--- config.mk ---
export PLATFORM = sky130hd
export DESIGN_NAME = run_event_counter
export DESIGN_NICKNAME = d
export VERILOG_FILES = /design/src/rtl/run_event_counter.sv
export SDC_FILE = /design/constraint.sdc
export NUM_CORES = 1
export LEC_CHECK = 0
export CAP_MARGIN = 30
export CORE_MARGIN = 4
export CORE_UTILIZATION = 48
export CTS_CLUSTER_DIAMETER = 80
export CTS_CLUSTER_SIZE = 8
export DETAILED_ROUTE_END_ITERATION = 10
export PLACE_DENSITY_LB_ADDON = 0.08
export SYNTH_ARGS = -nofsm -noshare
export SYNTH_HDL_FRONTEND = slang
export SYNTH_SLANG_ARGS = --single-unit
--- constraint.sdc ---
create_clock -name clk -period 2.2 [get_ports clk]
set_clock_uncertainty 0.15 [all_clocks]
set_input_delay 0.44 -clock clk [delete_from_list [all_inputs] [get_ports clk]]
set_output_delay 0.44 -clock clk [all_outputs]
set_load 0.02 [all_outputs]
--- src/rtl/run_event_counter.sv ---
// Counts rising edges of the run-detector flag, split by run type, as two
// 2-digit BCD counters with sticky overflow and four 7-segment digit drivers.
module run_event_counter #(
    parameter logic WRAP           = 1'b1,
    parameter logic SEG_ACTIVE_LOW = 1'b1
) (
    input  logic       clk,
    input  logic       aclr,
    input  logic       z,
    input  logic       run_ones,
    input  logic       clr,
    output logic [7:0] cnt0,
    output logic [7:0] cnt1,
    output logic       ovf0,
    output logic       ovf1,
    output logic       evt,
    output logic [6:0] hex0,
    output logic [6:0] hex1,
    output logic [6:0] hex2,
    output logic [6:0] hex3
);

    localparam int NUM_CNT = 2;
    localparam int NUM_DIG = 4;

    logic                          r_z_d;
    logic [NUM_CNT-1:0][7:0]       r_cnt;
    logic [NUM_CNT-1:0]            r_ovf;
    logic                          r_evt;

    logic                          w_event;
    logic                          w_sel;
    logic [NUM_CNT-1:0][7:0]       w_cnt_inc;
    logic [NUM_CNT-1:0]            w_ovf_hit;
    logic [NUM_DIG-1:0][3:0]       w_dig;
    logic [NUM_DIG-1:0][6:0]       w_seg;

    // {ovf_hit, next}; an out-of-range nibble resyncs the counter to 00
    function automatic logic [8:0] bcd_inc(input logic [7:0] v);
        if (v[7:4] > 4'd9 || v[3:0] > 4'd9)
            return {1'b0, 8'h00};
        else if (v == 8'h99)
            return {1'b1, (WRAP ? 8'h00 : 8'h99)};
        else if (v[3:0] == 4'd9)
            return {1'b0, v[7:4] + 4'd1, 4'd0};
        else
            return {1'b0, v[7:4], v[3:0] + 4'd1};
    endfunction

    // active-high segments g..a; A-F blank
    function automatic logic [6:0] seg7(input logic [3:0] d);
        case (d)
            4'd0:    return 7'h3F;
            4'd1:    return 7'h06;
            4'd2:    return 7'h5B;
            4'd3:    return 7'h4F;
            4'd4:    return 7'h66;
            4'd5:    return 7'h6D;
            4'd6:    return 7'h7D;
            4'd7:    return 7'h07;
            4'd8:    return 7'h7F;
            4'd9:    return 7'h6F;
            default: return 7'h00;
        endcase
    endfunction

    assign w_event = z & ~r_z_d;
    assign w_sel   = run_ones;

    for (genvar g = 0; g < NUM_CNT; g++) begin : g_cnt
        assign {w_ovf_hit[g], w_cnt_inc[g]} = bcd_inc(r_cnt[g]);
    end

    always_ff @(posedge clk or posedge aclr) begin
        if (aclr) begin
            r_z_d <= 1'b0;
            r_cnt <= '0;
            r_ovf <= '0;
            r_evt <= 1'b0;
        end else begin
            r_z_d <= z;
            r_evt <= 1'b0;
            if (clr) begin
                r_cnt <= '0;
                r_ovf <= '0;
            end else if (w_event) begin
                r_evt        <= 1'b1;
                r_cnt[w_sel] <= w_cnt_inc[w_sel];
                if (w_ovf_hit[w_sel])
                    r_ovf[w_sel] <= 1'b1;
            end
        end
    end

    // digit order: cnt0 units, cnt0 tens, cnt1 units, cnt1 tens
    assign w_dig = {r_cnt[1], r_cnt[0]};

    for (genvar g = 0; g < NUM_DIG; g++) begin : g_seg
        assign w_seg[g] = seg7(w_dig[g]) ^ {7{SEG_ACTIVE_LOW}};
    end

    assign cnt0 = r_cnt[0];
    assign cnt1 = r_cnt[1];
    assign ovf0 = r_ovf[0];
    assign ovf1 = r_ovf[1];
    assign evt  = r_evt;
    assign hex0 = w_seg[0];
    assign hex1 = w_seg[1];
    assign hex2 = w_seg[2];
    assign hex3 = w_seg[3];

endmodule

; After elaboration in Yosys (flattened, before gate mapping)
; Memories as Yosys holds them, arrays and structs flattened.
; Index checks and enable logic that the tools add are counted.
[totals]
wordCells = 58
rom_bits = 448
reg_bits = 20
output_inout_bits = 47
mem_count = 4
input_bits = 5
[classes]
mux = 22
addsub = 4
reduce_logical = 6
magnitude_cmp = 6
eq_ne = 4
bitwise_logic = 7
[memory_table]
columns = name, words, width, read_ports, rd_clocked_by_memory_dff, write_ports, line
row1 = (name not given), 16, 7, 1, 0, 0, 52  ; case (d)
row2 = (name not given), 16, 7, 1, 0, 0, 52
row3 = (name not given), 16, 7, 1, 0, 0, 52
row4 = (name not given), 16, 7, 1, 0, 0, 52
[op_table]
columns = op, n
row1 = 2-to-1 mux 8 bit, 5
row2 = 2-to-1 mux 9 bit, 4
row3 = 2-to-1 mux 16 bit, 2
row4 = inverter 7 bit, 4
row5 = "adder 4 x 1 -> 4 bit, second input constant", 4
row6 = bitwise mux 16 bit, 1
row7 = "== test 8 bit, second input constant", 2
row8 = "> comparator 4 bit, second input constant", 4
row9 = demux 8 bit (select 1 bit), 1
row10 = "== test 4 bit, second input constant", 2
row11 = 2-to-1 mux 2 bit, 3
row12 = 2-to-1 mux 1 bit, 5
row13 = nonzero test 2 bit, 2
row14 = logical OR 1 bit, 2
row15 = "< comparator 1 x 2 -> 1 bit, second input constant", 1
row16 = bitwise OR 2 bit, 1
row17 = AND reduction 2 bit, 1
row18 = bitwise AND 1 bit, 1
row19 = demux 1 bit (select 1 bit), 1
row20 = ">= comparator 1 bit, second input constant", 1
row21 = logical AND 1 bit, 1
row22 = inverter 1 bit, 1

; Logic depth before layout (Yosys ltp)
[depth]
ltp_word = 9
depth_mapped = 6

; Least setup slack after synthesis
; No wires, ideal clock.
[synth_timing]
path_type = register to output
start = reg r_cnt, in the netlist cnt1[1]
end = out hex2[4]
n_path_buf = 0
t_required_ps = 1610
path_stages_with_launch = 6
arrival_ps = 1506
path_slack_ps = 104
cell_sequence = dfrtp_1 -> inv_1 -> ha_1 -> nand2_1 -> o21ai_0 -> o21ai_0
[synth_between]
elab_chain_cells = 2
[synth_lines]
columns = item, line
row1 = start: declaration, 27  ; logic [NUM_CNT-1:0][7:0] r_cnt;
row2 = start signal: indexed assignment, 88  ; r_cnt[w_sel] <= w_cnt_inc[w_sel];
row3 = memory read (16 x 7 bit), n/a
row4 = inverter 7 bit (no line), n/a
row5 = end: declaration, 19  ; output logic [6:0] hex2,
; No other way between the ends.

; Worst setup path after layout
[layout_timing]
start = reg r_cnt, in the netlist cnt1[0]
end = out hex2[0]
; The elaborated chain is that of the path after synthesis.

==> impl_metrics.json <==
{
  "p_sw_w": 0.000273,
  "cp.arrival_ps": 1640,
  "async_flop_share_pct": 100,
  "critPathRequiredTime_ps": 1610,
  "drive_gt1_share_pct": 34.1,
  "p_clk_share_pct": 36.8,
  "finalSetupViolCount": 1,
  "ir_drop_mv": 0.688,
  "synth_area_leaders": "dfrtp_1, ha_1, o21ai_0",
  "rsz0062_at_grt": "yes",
  "row_count": 22,
  "cp_slowest_stage_delay_ps": 410,
  "p_leak_nw": 1.35,
  "post-route-period-util_pct": 101,
  "top_layer": "met4",
  "antenna_found_initial": 0,
  "io_buffers": 51,
  "worst_slew_pin_slew_ps": 487,
  "drt-pass1-iter-count": 4,
  "drt-initial-drc-count": 112,
  "yosysWarnings": 0,
  "numCtsBuffers": 3,
  "relSlewSlack_pct": 67.2,
  "p_int_w": 0.000736,
  "drt-total-wl_um": 5150,
  "fin_util_pct": 77.0,
  "setup_tns_ps": -32.4,
  "globalRouteTotalUtil_pct": 21.3,
  "grt_pass1_vias": 1895,
  "grt_max_degree": 21,
  "nNetsFinal": 362,
  "cp_common_cell": "buf_4",
  "fmax_mhz": 448,
  "critPathLaunchType": "flop",
  "grt_pass1_wl_um": 8710,
  "area_growth_pct": 54.8,
  "start_util_pct": 49.7,
  "clk_path_buf_depth": 2,
  "ys_seq_area_share_pct": 27.5,
  "cts.sinks": 20,
  "wl_met2_um": 2670,
  "finalHoldViolCount": 0,
  "antenna_left": 0,
  "core-area_um2": 3660,
  "path_clk_slew_ps": 80,
  "synth_seq_cells": 20,
  "seqPwrFrac_pct": 37.8,
  "syn_inst": 236,
  "detail_route.vias_per_cell": 5.15,
  "antenna_cells": 0,
  "yosysTopAreaCell": "dfrtp_1",
  "hp-class": "input pin to asynchronous set/reset pin",
  "syn-num-nets": 263,
  "power_density_nw_per_um2": 358,
  "tritoncts": "built",
  "synth_top_area_share_pct": 27.5,
  "synth_edf_count": 0,
  "crit_fanout": 3,
  "dieWidth_um": 69.6,
  "grt_overflow": 0,
  "critPathKind": "flop to output port",
  "gp_congestion": 0.875,
  "fp.dieH_um": 69.6,
  "drc": 0,
  "worst_slack_ps": -32.4,
  "drv_cap": 0,
  "status": "complete, but fails checks",
  "end_kind": "output port",
  "wl_met1_um": 2300,
  "swShare_pct": 27.0,
  "period_needed_ps": 2230,
  "cp_cell_sequence": "buf_6, ha_2, or2_4, a21oi_2, buf_4, a31oi_1, buf_4",
  "vias": 1967,
  "dpl.hpwl_um": 3710,
  "cts_root_buf": "clkbuf_8",
  "critPathSlowestCell": "dfrtp_1",
  "postSynthAreaPerCell_um2": 7.71,
  "num_io_pins": 52,
  "slew_viol_final": 0,
  "die_area_um2": 4840,
  "ys_types": 42,
  "clock_latency_ps": 260,
  "synth_area_um2": 1820,
  "violations": "setup timing",
  "synthFlopType": "dfrtp_1",
  "wire_per_inst_um": 13.5,
  "met3_length_um": 159,
  "comb_power_share_pct": 25.4,
  "htreeDepth": 1
}
[path summary, 6_finish.rpt]
kind / from / end / slack (ps) / cells after the start
min in group clk: r_ovf[1] / r_ovf[1] / 370 / 2
setup reg to reg: cnt0[5] / cnt0[2] / 200 / 8
setup / recovery: cnt1[0] / hex2[0] / -30 / 7
hold reg to reg: r_ovf[1] / r_ovf[1] / 370 / 2
max in group asynchronous: aclr / cnt0[6] / 1310 / 3
hold / removal: aclr / cnt1[1] / 340 / 3
[through the flow]
step	power (W)	cell area, um2	instances	hold WS [ps]	setup WS, ps
detailed placement	0.000645	2720	372	347	-87.1
CTS	0.00101	2790	381	350	-25.8
global route	0.00106	2820	382	352	-110
finish	0.00101	2820	382	345	-32.4
floorplan	0.000521	1820	236	254	104
global placement	0.000643	2720	372	334	-62.2
[power by group through the flow]
| stage | Combinational (W) | Clock, W | Sequential [W] |
|---|---|---|---|
| 2_1_floorplan | 0.000121 | 0 | 0.000399 |
| 3_3_place_gp | 0.000255 | 0 | 0.000388 |
| 3_5_place_dp | 0.000257 | 0 | 0.000388 |
| 4_1_cts | 0.000254 | 0.000375 | 0.000381 |
| 5_1_grt | 0.000281 | 0.000398 | 0.000383 |
| 6_report | 0.000256 | 0.000371 | 0.000381 |
[per-layer routing]
metal,track usage (%),vias up
li1,-,1004
met2,38.1,36
met1,27.5,925
met4,3.04,0
met3,3.33,2
met5,0,-
[Yosys cell counts (all sizes together) (3+ instances only)]
cell and number:
o21ai 37, nand2 31, nor2 28, ha 22
a21oi 20, dfrtp 20, inv 16, a31oi 7
clkbuf 7, xnor2 5, or2 4, and3 3
and3b 3, or3 3
[worst max-delay path, delay by kind of cell (launching register included)]
kind                       cells  cell delay, ps
AOI/OAI and AO/OA              2             160
and+or+nand+nor                1             220
buffers and inverters          3             410
DFF                            1             410
adders and majority gates      1             170
[layout make-up]
type / count / area (um2)
fill: 287 / 843
timing repair buffer: 103 / 836
tap: 48 / 60.1
inverter: 16 / 60.1
clock inverter: 1 / 30.0
sequential: 20 / 504
multi-input combinational: 191 / 1290
clock buffer: 3 / 41.3
[logic make-up after synthesis]
| group | after synthesis | share of synthesized area, % |
|---|---|---|
| flops | 20 | 27.5 |
| fa+ha+maj | 22 | 15.1 |
| buf+inv | 25 | 5.84 |
| mux | 2 | 1.10 |
| xor+xnor | 6 | 2.89 |
| simple gates | 86 | 23.9 |
| compound gates | 75 | 23.6 |
[state kept, by name, summed over array words and instances, names as in the netlist]
name / flops
r_z_d: 1
evt: 1
cnt1: 8
cnt0: 8
r_ovf: 2
[repair_timing]
action,CTS,global route
gates resized for setup,91,57
pin swaps,3,6
setup endpoints to repair,29,29
hold buffers,0,0
hold endpoints to repair,0,0
buffers inserted,5,1
[layout by cell type (no fill, tap or decap), types with 2 or more instances in the layout]
cell	instances
nor2_4	2
o21ai_0	33
xnor2_1	5
and3b_1	2
o211ai_1	2
clkdlybuf4s50_1	22
mux2i_1	2
dfrtp_1	17
o31ai_1	2
nor2_2	2
dlygate4sd2_1	2
a21oi_2	7
o22ai_1	2
clkbuf_2	9
buf_6	3
nand2b_1	2
dfrtp_2	3
o21ai_1	4
or3_1	2
a21oi_1	12
clkbuf_8	3
buf_2	8
nor2b_1	2
inv_1	11
buf_12	2
ha_1	18
inv_2	5
buf_4	54
nor2_1	24
ha_2	3
or2_4	3
o21bai_1	2
and3_1	3
a31oi_1	7
nand2_1	31
Power figures use the tool's default switching activity.
